**src/rtl/wb_addr_gen.sv**
```systemverilog
// Write-back destination address generator: captures the destination register at fetch
// and issues a one-cycle register-file write strobe after execute or after load data arrives.
module wb_addr_gen #(
  parameter int          ADDR_W   = 5,
  parameter logic [3:0]  LOAD_OP  = 4'b1001,
  parameter logic [3:0]  NOWB_OP0 = 4'b0101,
  parameter logic [3:0]  NOWB_OP1 = 4'b1111,
  parameter int          TIMEOUT  = 15
) (
  input  logic              clk,
  input  logic              rst,
  input  logic              en_fetch,
  input  logic [3:0]        I,
  input  logic [ADDR_W-1:0] RD_addr,
  input  logic              mem_ready,
  output logic [ADDR_W-1:0] WR_addr,
  output logic              WR_en,
  output logic              busy,
  output logic              timeout_err
);
  localparam int CW = $clog2(TIMEOUT + 1);

  typedef enum logic [1:0] {IDLE, WRITE, WAIT_MEM} state_t;

  state_t            state, state_nxt;
  logic [CW-1:0]     cnt, cnt_nxt;
  logic [ADDR_W-1:0] addr_nxt;
  logic              to_nxt;
  logic              msb_zero;

  // Same MSB forcing rule the read side applies at fetch.
  always_comb begin
    msb_zero = 1'b0;
    case (I)
      4'b0011, 4'b0110, 4'b0111, 4'b1000, 4'b1010, 4'b1110: msb_zero = 1'b1;
      default: msb_zero = 1'b0;
    endcase
  end

  always_comb begin
    state_nxt = state;
    addr_nxt  = WR_addr;
    cnt_nxt   = cnt;
    to_nxt    = 1'b0;
    case (state)
      IDLE, WRITE: begin
        state_nxt = IDLE;
        if (en_fetch) begin
          addr_nxt = {(msb_zero ? 1'b0 : RD_addr[ADDR_W-1]), RD_addr[ADDR_W-2:0]};
          if (I == LOAD_OP) begin
            state_nxt = WAIT_MEM;
            cnt_nxt   = '0;
          end else if (I == NOWB_OP0 || I == NOWB_OP1) begin
            state_nxt = IDLE;
          end else begin
            state_nxt = WRITE;
          end
        end
      end
      WAIT_MEM: begin
        // mem_ready takes priority over an expiring counter
        if (mem_ready) begin
          state_nxt = WRITE;
        end else if (cnt == CW'(TIMEOUT - 1)) begin
          state_nxt = IDLE;
          to_nxt    = 1'b1;
        end else begin
          cnt_nxt = cnt + 1'b1;
        end
      end
      default: state_nxt = IDLE;
    endcase
  end

  always_ff @(posedge clk or posedge rst) begin
    if (rst) begin
      state       <= IDLE;
      WR_addr     <= '0;
      cnt         <= '0;
      timeout_err <= 1'b0;
    end else begin
      state       <= state_nxt;
      WR_addr     <= addr_nxt;
      cnt         <= cnt_nxt;
      timeout_err <= to_nxt;
    end
  end

  assign WR_en = (state == WRITE);
  assign busy  = (state == WAIT_MEM);

endmodule

```
**config.mk**
```make
export PLATFORM = sky130hd
export DESIGN_NAME = wb_addr_gen
export DESIGN_NICKNAME = d
export VERILOG_FILES = /design/src/rtl/wb_addr_gen.sv
export SDC_FILE = /design/constraint.sdc
export NUM_CORES = 1
export LEC_CHECK = 0
export BUFFER_PORTS_ARGS = -buffer_cell sky130_fd_sc_hd__buf_4
export CORE_MARGIN = 3
export CORE_UTILIZATION = 35
export CTS_BUF_LIST = sky130_fd_sc_hd__clkbuf_16
export DETAILED_ROUTE_END_ITERATION = 12
export PLACE_DENSITY = 0.7
export SLEW_MARGIN = 40
export SYNTH_ARGS = -nofsm -noshare
export SYNTH_HDL_FRONTEND = slang
export SYNTH_SLANG_ARGS = --single-unit
```
**constraint.sdc**
```tcl
create_clock -name clk -period 1.1 [get_ports clk]
set_input_delay 0.165 -clock clk [delete_from_list [all_inputs] [get_ports clk]]
set_output_delay 0.165 -clock clk [all_outputs]
set_load 0.1 [all_outputs]
```
==> impl_metrics.tcl <==
set metrics [dict create \
    rrSetupSlack_ns -0.22 \
    rsz0062_at_grt "yes" \
    die_area_um2 2290 \
    drive_above_1_share 0.544 \
    switchingPower_mw 0.579 \
    violations "negative setup slack" \
    netlist_area_um2 613 \
    fin_ws_ns -0.216 \
    ys_seq_area_frac 0.490 \
    htreeDepth 1 \
    reg2regPathDepth 3 \
    start_util 0.389 \
    met1_usage 0.192 \
    r2r_end "cnt[3]$_DFFE_PP0P_" \
    antenna_found_initial 0 \
    antenna_cells 0 \
    drt-wirelength-per-cell_um 14.5 \
    pwr-share-comb 0.332 \
    drtIter0Drc 9 \
    cts_buffers 3 \
    numPortBuffers 20 \
    worstHoldStart "RD_addr[2]" \
    cp-start-kind "flop" \
    stdcell_count 119 \
    fmax_mhz 760 \
    reg2reg_from "state[0]$_DFFE_PP0P_" \
    drtPass1Iterations 4 \
    synthDistinctLibCells 25 \
    grt_busiest_layer "met2" \
    p_leak_nw 0.518 \
    finalInstanceArea_um2 1100 \
    synth_seq_cells 12 \
    worst_hold_path.num_cells 3 \
    drc 0 \
    final_net_count 119 \
    crit_path_max_fanout 3 \
    cts_root_buffer "clkbuf_16" \
    first_global_vias 593 \
    finalWirelength_um 1730 \
    post_dp_cell_area_um2 901 \
    hold_viol_final 0 \
    worst_ep_arrival_time_ns 1.43 \
    utilization 0.696 \
    slew_headroom 0.685 \
    ir_worst_vdd_mv 0.941 \
    vias 621 \
    area_growth_pct 79.0 \
    syn_nets 79 \
    grtUsageMet2 0.298 \
    die_h_um 47.9 \
    hold_end "WR_addr[2]$_DFFE_PP0P_" \
    ant_nets 0 \
    p_int_mw 1.23 \
    grt_max_degree 13 \
    crit_type "reg2reg" \
    overflow 0 \
    clkPwrFrac 0.366 \
    drv_cap 0 \
    grt_pass1_wl_um 2590 \
    skew_ns 0.00616 \
    final.min_clock_period_ns 1.32 \
    rows 14 \
    yosysWarnings 0 \
    finalMaxSlewViolations 0 \
    die_w_um 47.9 \
    worstPathRequired_ns 1.22 \
    status "finished, violations left" \
    power_density_nw_per_um2 1650 \
    synth_area_per_cell_um2 9.58 \
    cts_buffer_depth 2 \
    hpwl_um 1150 \
    worst_slew_pin_slew_ns 0.472 \
    viasPerCell 5.22 \
    pwr-share-seq 0.303 \
    core_area_um2 1580 \
    finalCritPeriodShare 1.20 \
    use_met3 0.0113 \
    clock_latency_ns 0.24 \
    io-pin-count 21 \
    swShare 0.320 \
    setup_violations 7 \
    dpl.cell_count 110 \
    grt_usage 0.169 \
    clkTransAtPathRegs_ns 0.05 \
    syn_inst 64 \
    cts_tree "done" \
    hp-class "in2reg" \
    globalplace.congestion 0.706 \
    clock-sinks 12 \
    critPathCaptureType "flop" \
]
flip-flops by register name (all words and copies together) (netlist names):
register     count
timeout_err      1
WR_addr          5
cnt              4
state            2
area by class of cell:
cell class              instances  area (µm²)
clock buffers                   3        75.1
clock inverters                 1        3.75
fillers                       131         479
inverters                       3        11.3
multi-input cells              48         372
flip-flops and latches         12         307
well taps                      16        20.0
repair buffers                 36         309
routing by layer:
layer	wire length, µm	part of all wire
met3	69	0.040
met5	0	0
met2	899	0.52
met4	27	0.016
met1	735	0.42
cells in the mapped netlist:
cell      instances  area, µm²
a21oi_1           1       5.00
a22o_1            1       8.76
a22oi_1           1       7.51
a32o_1            1       10.0
a41oi_1           1       8.76
and2_1            1       6.26
and4_1            1       8.76
and4bb_1          1       12.5
clkbuf_1          1       3.75
dfrtp_1          12        300
ha_1              2       25.0
inv_1             3       11.3
nand2_1          16       60.1
nand2b_1          4       25.0
nand3_1           3       15.0
nand4_1           1       6.26
nor2_1            1       3.75
nor2b_1           3       18.8
nor3_1            2       10.0
nor3b_2           1       12.5
nor4b_2           1       15.0
o21ai_0           1       5.00
o21ai_1           2       10.0
o22ai_1           1       6.26
or3b_1            2       17.5
power by group through the flow:
stage	clock network [mW]	logic [mW]	registers (mW)
global route	0.699	0.638	0.554
floorplan	0	0.169	0.694
detailed placement	0	0.496	0.553
global placement	0	0.476	0.549
finish	0.661	0.600	0.548
CTS	0.665	0.570	0.546
worst max path at each step:
stage	start	to	slack, ns	depth (start not counted)
floorplan	state[1]$_DFFE_PP0P_	state[0]$_DFFE_PP0P_	-0.14	2
global placement	state[0]$_DFFE_PP0P_	cnt[3]$_DFFE_PP0P_	-0.10	3
detailed placement	state[0]$_DFFE_PP0P_	cnt[3]$_DFFE_PP0P_	-0.15	3
CTS	state[0]$_DFFE_PP0P_	WR_en	-0.19	3
global route	state[0]$_DFFE_PP0P_	cnt[3]$_DFFE_PP0P_	-0.26	3
finish	state[0]$_DFFE_PP0P_	cnt[3]$_DFFE_PP0P_	-0.22	3
layout by cell type (no fill, tap or decap), drive strengths merged, types with 2 or more instances in the layout:
cell type / n
nand2: 16
nor3: 2
ha: 2
o21ai: 3
nor2b: 3
dfrtp: 12
nand3: 3
inv: 4
nand2b: 4
or3b: 2
buf: 35
clkbuf: 3
cell families (layout without fill, tap and decap cells):
family / count (synthesis) / count (layout) / share of synthesized area
simple gates: 37 / 37 / 0.345
flops: 12 / 12 / 0.490
compound gates: 9 / 9 / 0.100
buf+inv: 4 / 43 / 0.0245
fa+ha+maj: 2 / 2 / 0.0408
critical path, cell delays in order, from the launching register on:
cell and delay (ns):
dfrtp_1 0.41, or3b_4 0.44, nor4b_4 0.29, nor3_2 0.05
per-stage QoR:
stage / hold slack [ns] / total power, mW / setup TNS (ns) / setup WS, ns
2_1_floorplan: 0.0294 / 0.863 / -0.339 / -0.139
3_3_place_gp: 0.201 / 1.03 / -0.241 / -0.105
3_5_place_dp: 0.211 / 1.05 / -0.462 / -0.152
4_1_cts: 0.119 / 1.78 / -0.737 / -0.194
5_1_grt: 0.125 / 1.89 / -1.14 / -0.264
6_report: 0.116 / 1.81 / -0.805 / -0.216
what timing repair did:
item / 4_1_cts / 5_1_grt
gates cloned: 0 / 0
setup buffers: 2 / 2
hold buffers: 1 / 0
hold endpoints to repair: 12 / 0
setup endpoints to repair: 11 / 13
gates resized for setup: 12 / 6
pin swaps: 4 / 4
Note: power is estimated with default switching activity, not from simulation.
